**src/rtl/button_event_arbiter.sv**
```systemverilog
// ============================================================================
//  Module      : button_event_arbiter
//  Description : Per-button PRESS/RELEASE/HOLD/REPEAT detection with 1-deep
//                pending slots drained round-robin into one valid/ready stream.
//  Revision    : 1.0  initial release
// ============================================================================
`default_nettype none

module button_event_arbiter #(
    parameter  int N_BTN         = 4,
    parameter  int HOLD_CYCLES   = 1000,
    parameter  int REPEAT_CYCLES = 250,
    localparam int IDW           = $clog2(N_BTN)
) (
    input  logic             clk,
    input  logic             rst,
    input  logic [N_BTN-1:0] btn_state,
    input  logic [N_BTN-1:0] btn_down,
    input  logic [N_BTN-1:0] btn_up,
    output logic             ev_valid,
    input  logic             ev_ready,
    output logic [IDW-1:0]   ev_id,
    output logic [1:0]       ev_type,
    output logic             ev_drop
);

    localparam int c_TMR_MAX = (HOLD_CYCLES > REPEAT_CYCLES) ? HOLD_CYCLES : REPEAT_CYCLES;
    localparam int c_TMR_W   = $clog2(c_TMR_MAX + 1);

    localparam logic [1:0] c_EV_PRESS   = 2'b00;
    localparam logic [1:0] c_EV_RELEASE = 2'b01;
    localparam logic [1:0] c_EV_HOLD    = 2'b10;
    localparam logic [1:0] c_EV_REPEAT  = 2'b11;

    // The press cycle itself counts toward the hold time, so PRESSED ends one
    // count early; each repeat period is a full REPEAT_CYCLES inside HELD.
    localparam logic [c_TMR_W-1:0] c_HOLD_LAST   = c_TMR_W'(HOLD_CYCLES - 2);
    localparam logic [c_TMR_W-1:0] c_REPEAT_LAST = c_TMR_W'(REPEAT_CYCLES - 1);
    localparam logic [IDW-1:0]     c_LAST_ID     = IDW'(N_BTN - 1);

    typedef enum logic [1:0] {
        S_UP      = 2'd0,
        S_PRESSED = 2'd1,
        S_HELD    = 2'd2
    } btn_fsm_t;

    logic [N_BTN-1:0]      w_slot_full;
    logic [N_BTN-1:0][1:0] w_slot_type;
    logic [N_BTN-1:0]      w_drain;
    logic [N_BTN-1:0]      w_drop;

    logic                  w_advance;
    logic                  w_pick_found;
    logic [IDW-1:0]        w_pick_idx;
    int                    w_scan_idx;

    logic                  r_ev_valid;
    logic [IDW-1:0]        r_ev_id;
    logic [1:0]            r_ev_type;
    logic                  r_ev_drop;
    logic [IDW-1:0]        r_rr;

    for (genvar gi = 0; gi < N_BTN; gi++) begin : g_btn
        btn_fsm_t             r_state;
        btn_fsm_t             w_state_nxt;
        logic [c_TMR_W-1:0]   r_timer;
        logic [c_TMR_W-1:0]   w_timer_nxt;
        logic                 w_raise;
        logic [1:0]           w_raise_type;
        logic                 r_full;
        logic [1:0]           r_type;

        always_comb begin
            w_state_nxt  = r_state;
            w_timer_nxt  = r_timer;
            w_raise      = 1'b0;
            w_raise_type = c_EV_PRESS;
            if (btn_up[gi]) begin
                w_state_nxt  = S_UP;
                w_timer_nxt  = '0;
                w_raise      = 1'b1;
                w_raise_type = c_EV_RELEASE;
            end else if (btn_down[gi]) begin
                w_state_nxt  = S_PRESSED;
                w_timer_nxt  = '0;
                w_raise      = 1'b1;
                w_raise_type = c_EV_PRESS;
            end else begin
                case (r_state)
                    S_PRESSED: begin
                        if (!btn_state[gi]) begin
                            w_state_nxt = S_UP;
                            w_timer_nxt = '0;
                        end else if (r_timer == c_HOLD_LAST) begin
                            w_state_nxt  = S_HELD;
                            w_timer_nxt  = '0;
                            w_raise      = 1'b1;
                            w_raise_type = c_EV_HOLD;
                        end else begin
                            w_timer_nxt = r_timer + c_TMR_W'(1);
                        end
                    end
                    S_HELD: begin
                        if (!btn_state[gi]) begin
                            w_state_nxt = S_UP;
                            w_timer_nxt = '0;
                        end else if (r_timer == c_REPEAT_LAST) begin
                            w_timer_nxt  = '0;
                            w_raise      = 1'b1;
                            w_raise_type = c_EV_REPEAT;
                        end else begin
                            w_timer_nxt = r_timer + c_TMR_W'(1);
                        end
                    end
                    default: begin
                        w_state_nxt = S_UP;
                        w_timer_nxt = '0;
                    end
                endcase
            end
        end

        always_ff @(posedge clk) begin
            if (rst) begin
                r_state <= S_UP;
                r_timer <= '0;
                r_full  <= 1'b0;
                r_type  <= c_EV_PRESS;
            end else begin
                r_state <= w_state_nxt;
                r_timer <= w_timer_nxt;
                // A slot being drained this cycle is free for the new event.
                if (w_drain[gi] || !r_full) begin
                    r_full <= w_raise;
                    r_type <= w_raise_type;
                end
            end
        end

        assign w_drain[gi]     = w_advance & w_pick_found & (w_pick_idx == IDW'(gi));
        assign w_drop[gi]      = r_full & ~w_drain[gi] & w_raise &
                                 ~((w_raise_type == c_EV_REPEAT) && (r_type == c_EV_REPEAT));
        assign w_slot_full[gi] = r_full;
        assign w_slot_type[gi] = r_type;
    end

    assign w_advance = ~r_ev_valid | ev_ready;

    always_comb begin
        w_pick_found = 1'b0;
        w_pick_idx   = '0;
        w_scan_idx   = 0;
        for (int k = 0; k < N_BTN; k++) begin
            w_scan_idx = int'(r_rr) + k;
            if (w_scan_idx >= N_BTN) begin
                w_scan_idx = w_scan_idx - N_BTN;
            end
            if (!w_pick_found && w_slot_full[IDW'(w_scan_idx)]) begin
                w_pick_found = 1'b1;
                w_pick_idx   = IDW'(w_scan_idx);
            end
        end
    end

    always_ff @(posedge clk) begin
        if (rst) begin
            r_ev_valid <= 1'b0;
            r_ev_id    <= '0;
            r_ev_type  <= c_EV_PRESS;
            r_ev_drop  <= 1'b0;
            r_rr       <= '0;
        end else begin
            r_ev_drop <= |w_drop;
            if (w_advance) begin
                if (w_pick_found) begin
                    r_ev_valid <= 1'b1;
                    r_ev_id    <= w_pick_idx;
                    r_ev_type  <= w_slot_type[w_pick_idx];
                    r_rr       <= (w_pick_idx == c_LAST_ID) ? '0 : w_pick_idx + IDW'(1);
                end else begin
                    r_ev_valid <= 1'b0;
                end
            end
        end
    end

    assign ev_valid = r_ev_valid;
    assign ev_id    = r_ev_id;
    assign ev_type  = r_ev_type;
    assign ev_drop  = r_ev_drop;

endmodule

`default_nettype wire

```
**config.mk**
```make
export PLATFORM = sky130hd
export DESIGN_NAME = button_event_arbiter
export DESIGN_NICKNAME = d
export VERILOG_FILES = /design/src/rtl/button_event_arbiter.sv
export SDC_FILE = /design/constraint.sdc
export NUM_CORES = 1
export LEC_CHECK = 0
export BUFFER_PORTS_ARGS = -buffer_cell sky130_fd_sc_hd__buf_4
export CAP_MARGIN = 40
export CORE_UTILIZATION = 40
export CTS_CLUSTER_SIZE = 40
export DETAILED_ROUTE_END_ITERATION = 8
export HOLD_SLACK_MARGIN = 0.1
export SYNTH_ARGS = -nofsm -noshare
export SYNTH_HDL_FRONTEND = slang
export SYNTH_SLANG_ARGS = --single-unit
```
**constraint.sdc**
```tcl
create_clock -name clk -period 3.69 [get_ports clk]
set_input_delay 0.9225 -clock clk [delete_from_list [all_inputs] [get_ports clk]]
set_output_delay 0.9225 -clock clk [all_outputs]
set_load 0.005 [all_outputs]
```
# == Yosys cells after proc, flatten, opt, wreduce, memory -nomap -nowiden ==
# Cells that the tools add are included.
# word_totals
register_bits,68
in_bits,15
output_inout_bits,6
elab_cells,277
# classes
addsub,12
order_cmp,9
eq_ne,43
mux,124
bitwise,27
n_reduce_logical,37
# ops
cell,n
$mux 10,16
$mux 2,46
$pmux 10 s2,4
$mux 1,41
$add 10x1->10 const B,4
$eq 10x10->1 const B,4
$eq 10x8->1 const B,4
$pmux 2 s2,8
$eq 2x2->1 const B,14
$ne 3x3->1 const B,8
$reduce_and 2->1,9
$and 1x1->1,17
$lt 2x4->1 const B,4
$ne 4x4->1 const B,4
$reduce_or 3->1,4
$eq 2x1->1 const B,5
$ge 3x3->1 const B,3
$not 1->1,9
$bmux 1 s2,4
$ne 2x2->1 const B,4
$pmux 1 s2,4
$reduce_or 2->1,4
$sub 2x1->2 const B,4
$logic_and 1x1->1,7
other kinds (11),21

# == Depth between registers and ports, before layout ==
# depth
ltp_word,22
depth_mapped,10
ltp_nobuf,10

# == Worst setup path after synthesis ==
# Ideal clock, no wire load.
# synth_path
path_kind,register -> register
startpoint,register g_btn[1].r_full
endpoint,register r_ev_drop (netlist: ev_drop)
setup_ns,0.081
arrival_time_ns,2.151
required_time_ns,3.609
setup_slack_ns,1.458
stages_incl_launch_ff,10
path_buffers,0
period_less_slack_ns,2.232
path_cell_list,dfxtp_1 -> nand2b_1 -> a21oi_1 -> o32ai_1 -> inv_1 -> ha_1 -> a21boi_0 -> o21ai_0 -> o22a_1 -> a41oi_1
# synth_via
elab_chain_cells,20
word_cells_on_any_way,52
cone_classes,eq/ne (3); mux (20); bitwise (21); reduce/logical (8)
# synth_lines
element,line_no,rtl
from (decl),70,logic r_full;
from (signal assigned),134,r_full <= w_raise;
$bmux 1 s2,158,if (!w_pick_found && w_slot_full[IDW'(w_scan_idx)]) begin
$mux 1 (not written as such) (2 in series),158,
$mux 1,158,
$logic_not 1->1,158,
$logic_and 1x1->1,158,
$mux 1,158,
$logic_not 1->1,158,
$logic_and 1x1->1,158,
(+2 left out),-,
$logic_and 1x1->1,158,
$mux 2 *,158,
via w_pick_idx[1],54,logic [IDW-1:0] w_pick_idx;
$eq 2x1->1 (tied with other cells),140,assign w_drain[gi] = w_advance & w_pick_found & (w_pick_idx == IDW'(gi));
$and 1x1->1,140,
$not 1->1,141,assign w_drop[gi] = r_full & ~w_drain[gi] & w_raise &
$and 1x1->1 (3 in series),141,
$reduce_or 4->1 *,173,r_ev_drop <= |w_drop;
to (signal assigned),173,
to (decl),60,logic r_ev_drop;
# Mark *: on every way through the listed nets, which the timed path passes. The rest lies on a longest branch. The select of a mux whose other input is x is not followed.
# A chain may end at the register's enable or synchronous reset.

# == Final worst setup path ==
# Same ends and word-level chain as after synthesis.

==> summary.md <==
| Metric | Value |
|---|---|
| First-pass GRT wire length | 13.14 mm |
| DRC viols | 0 |
| Setup tns final | 0 ns |
| Avg WL per Cell | 13.22 µm |
| TritonRoute pass-1 iters | 4 |
| Postcts setup bufs | 0 |
| Critical-path cell list | nand2b_1 -> a21oi_1 -> o32ai_1 -> inv_1 -> ha_1 -> a21boi_0 -> o21ai_0 -> o22a_1 -> a41oi_1 |
| Slew Limit Fails | 0 |
| Most common cell after layout, fill and taps aside | nor2_1 |
| Mapped cell area | 3641 µm² |
| DR iter-0 viols | 147 |
| Synth Area in Simple Gates | 30.41% |
| Critical-path top delay cell | o32ai_1 |
| Post-DR vias/cell | 5.389 |
| Most frequent cells in the layout | nor2_1, dfxtp_1, inv_1, nand2_1, ha_1 |
| Tightest hold margin | 0.4741 ns |
| Compound-Gate Fraction of Synth Area | 12.23% |
| Hold Vio Cnt, Final | 0 |
| Number of port buffers | 20 |
| Slew margin rel. | 55.58% |
| Area of the core | 8763 µm² |
| Share of post-route cells with drive strength above 1 | 9.607% |
| Largest net degree at the start of global routing | 29 |
| Largest family of logic cells by synthesized area | simple AND/OR/NAND/NOR gates |
| Clock buffer depth | 2 |
| RSZ-0062 raised after global routing | no |
| Post-Synth XOR/XNOR Area | 7.698% |
| Synth unique cells | 58 |
| Slew of the pin with the lowest slew margin | 0.6642 ns |
| Clock sinks | 68 |
| Cell count after synthesis | 433 |
| Via count | 3,050 |
| Final setup violation count | 0 |
| Die Ht | 97.41 µm |
| Worst vdd ir | 174.9 µV |
| Row count | 34 |
| Status | finished, final reports clean |
| Max-cap violations | 0 |
| Worst Path Arrival | 2.94 ns |
| Final HPWL DP | 5.495 mm |
| Nets | 493 |
| Post-synth EDFFs | 0 |
| Vias in the first global route | 2,953 |
| Final worst path period share | 72.47% |
| GPL Wtd Cong | 0.8922 |
| Post-Synth Adder-Cell Area | 8.247% |
| WL final | 7.485 mm |
| Crit end category | register |
| Ports | 21 |
| Die span in x | 97.41 µm |
| Reg clk slew, reported paths | 0.08 ns |
| Slowest Stage Delay on Critical Path | 0.61 ns |
| Syn_area_per_cell | 8.409 µm² |
| Flops & latches, synth | 68 |
| Hold_buf cts | 0 |
| Cts bufs inserted | 9 |
| Post-layout min period | 2.674 ns |
| DRT antenna net count | 0 |
| H-Tree Depth | 3 |
| Warnings, synthesis | 0 |
| CTS tree | built |
| Ant diodes | 0 |
| Setup CP Type | reg -> reg |
| Area grow syn2layout | 11.72% |
| GRT overflow | 0 |
| F_max | 374.0 MHz |
| Worst-Skew Late Latency | 0.35 ns |
| Predominant post-synthesis flop cell | dfxtp_1 |
| Final Skew | 0.008519 ns |
| CTS Root Cell | clkbuf_8 |
| Post-synthesis mux area share | 0% |
| Share of synthesized registers carrying an async set or reset | 0% |
| Initial antenna violation count | 0 |
| Cts repair resizes | 0 |
| Startpoint types | register |
| Maximum fanout along the worst path | 6 |
| Seq/Total Area, Yosys | 37.39% |
| Worst min path class | reg -> reg |
| Net Count, Synth | 472 |
| Worst EP required | 3.95 ns |
| Initial Util | 41.55% |
| Leakage | 1.491 nW |
| Global Route Usage Sum | 16.78% |
| Power Dens Cells | 389.7 nW/µm² |
| Die ar. | 9488 µm² |
==> layout make-up <==
class	instances	area [µm²]
Fill cell	866	4696
Multi-Input combinational cell	329	2133
Sequential cell	68	1361
Timing Repair Buffer	20	150.1
Clock buffer	10	137.6
Tap cell	108	135.1
Inverter	26	97.59
Clock inverter	5	52.55
==> cells by family (layout without fill, tap and decap cells) <==
kind of cell | Yosys count | after routing
AOI/OAI and AO/OA | 63 | 63
DFF | 68 | 68
buffers and inverters | 36 | 61
and+or+nand+nor | 210 | 210
adders and majority gates | 24 | 24
xor gates and xnor gates | 32 | 32
==> worst paths after layout <==
kind / start / endpoint / slack [ns] / depth (start not counted)
min reg2reg: ev_id[0] / ev_id[0] / 0.47 / 2
max reg2reg: g_btn[1].r_full / ev_drop / 1.02 / 9
min: ev_id[0] / ev_id[0] / 0.47 / 2
max: g_btn[1].r_full / ev_drop / 1.02 / 9
==> state kept, by name (all words and copies together) (netlist names) <==
register,flops
g_btn.r_timer,40
ev_type,2
ev_id,2
g_btn.r_full,4
r_rr,2
ev_valid,1
ev_drop,1
g_btn.r_state,8
g_btn.r_type,8
==> synthesized netlist by cell type (6+ instances only) <==
cell type   n  area [µm²]
a21oi_1     6       30.03
a22oi_1     6       45.04
a31oi_1     8       50.05
and3_1     10       62.56
clkbuf_1    6       22.52
dfxtp_1    68        1361
ha_1       24       300.3
inv_1      25       93.84
nand2_1    25       93.84
nand2b_1   10       62.56
nand3_1    22       110.1
nand4_1    14       87.58
nor2_1     71       266.5
nor3_1     18       90.09
o21ai_0    11       55.05
xnor2_1    13       113.9
xor2_1     19       166.4
==> power by group <==
| group | switching [mW] | internal (mW) | total, mW |
|---|---|---|---|
| logic | 0.113 | 0.0833 | 0.196 |
| clock network | 0.283 | 0.323 | 0.606 |
| registers | 0.0231 | 0.760 | 0.783 |
| total | 0.419 | 1.17 | 1.59 |
==> worst max-delay path, delay by kind of cell (launching register included) <==
kind	cells	cell delay, ns
AO/OA/AOI/OAI	6	1.55
adder cells (fa/ha/maj)	1	0.25
buffers and inverters	1	0.22
flip-flops	1	0.42
AND/OR/NAND/NOR	1	0.16
==> metal layers <==
layer / up-vias / GRT usage (%) / wire (µm)
met3: 11 / 4.460 / 230
met5: - / 0 / 0
met4: 0 / 5.430 / 109
met1: 1437 / 21.33 / 3693
li1: 1567 / - / -
met2: 35 / 27.60 / 3451
==> per-stage QoR <==
step	cells	cell area (µm²)	total power, mW	setup WS, ns	util [%]
after global routing	566	4068	1.657	0.7543	46.42
final	566	4068	1.585	1.016	46.42
after global placement	551	3877	0.9919	1.221	44.25
after CTS	566	4068	1.606	1.021	46.42
after detailed placement	551	3877	0.9955	1.057	44.25
after floorplan	433	3641	0.9209	1.458	-
Note: power is estimated with default switching activity, not from simulation.
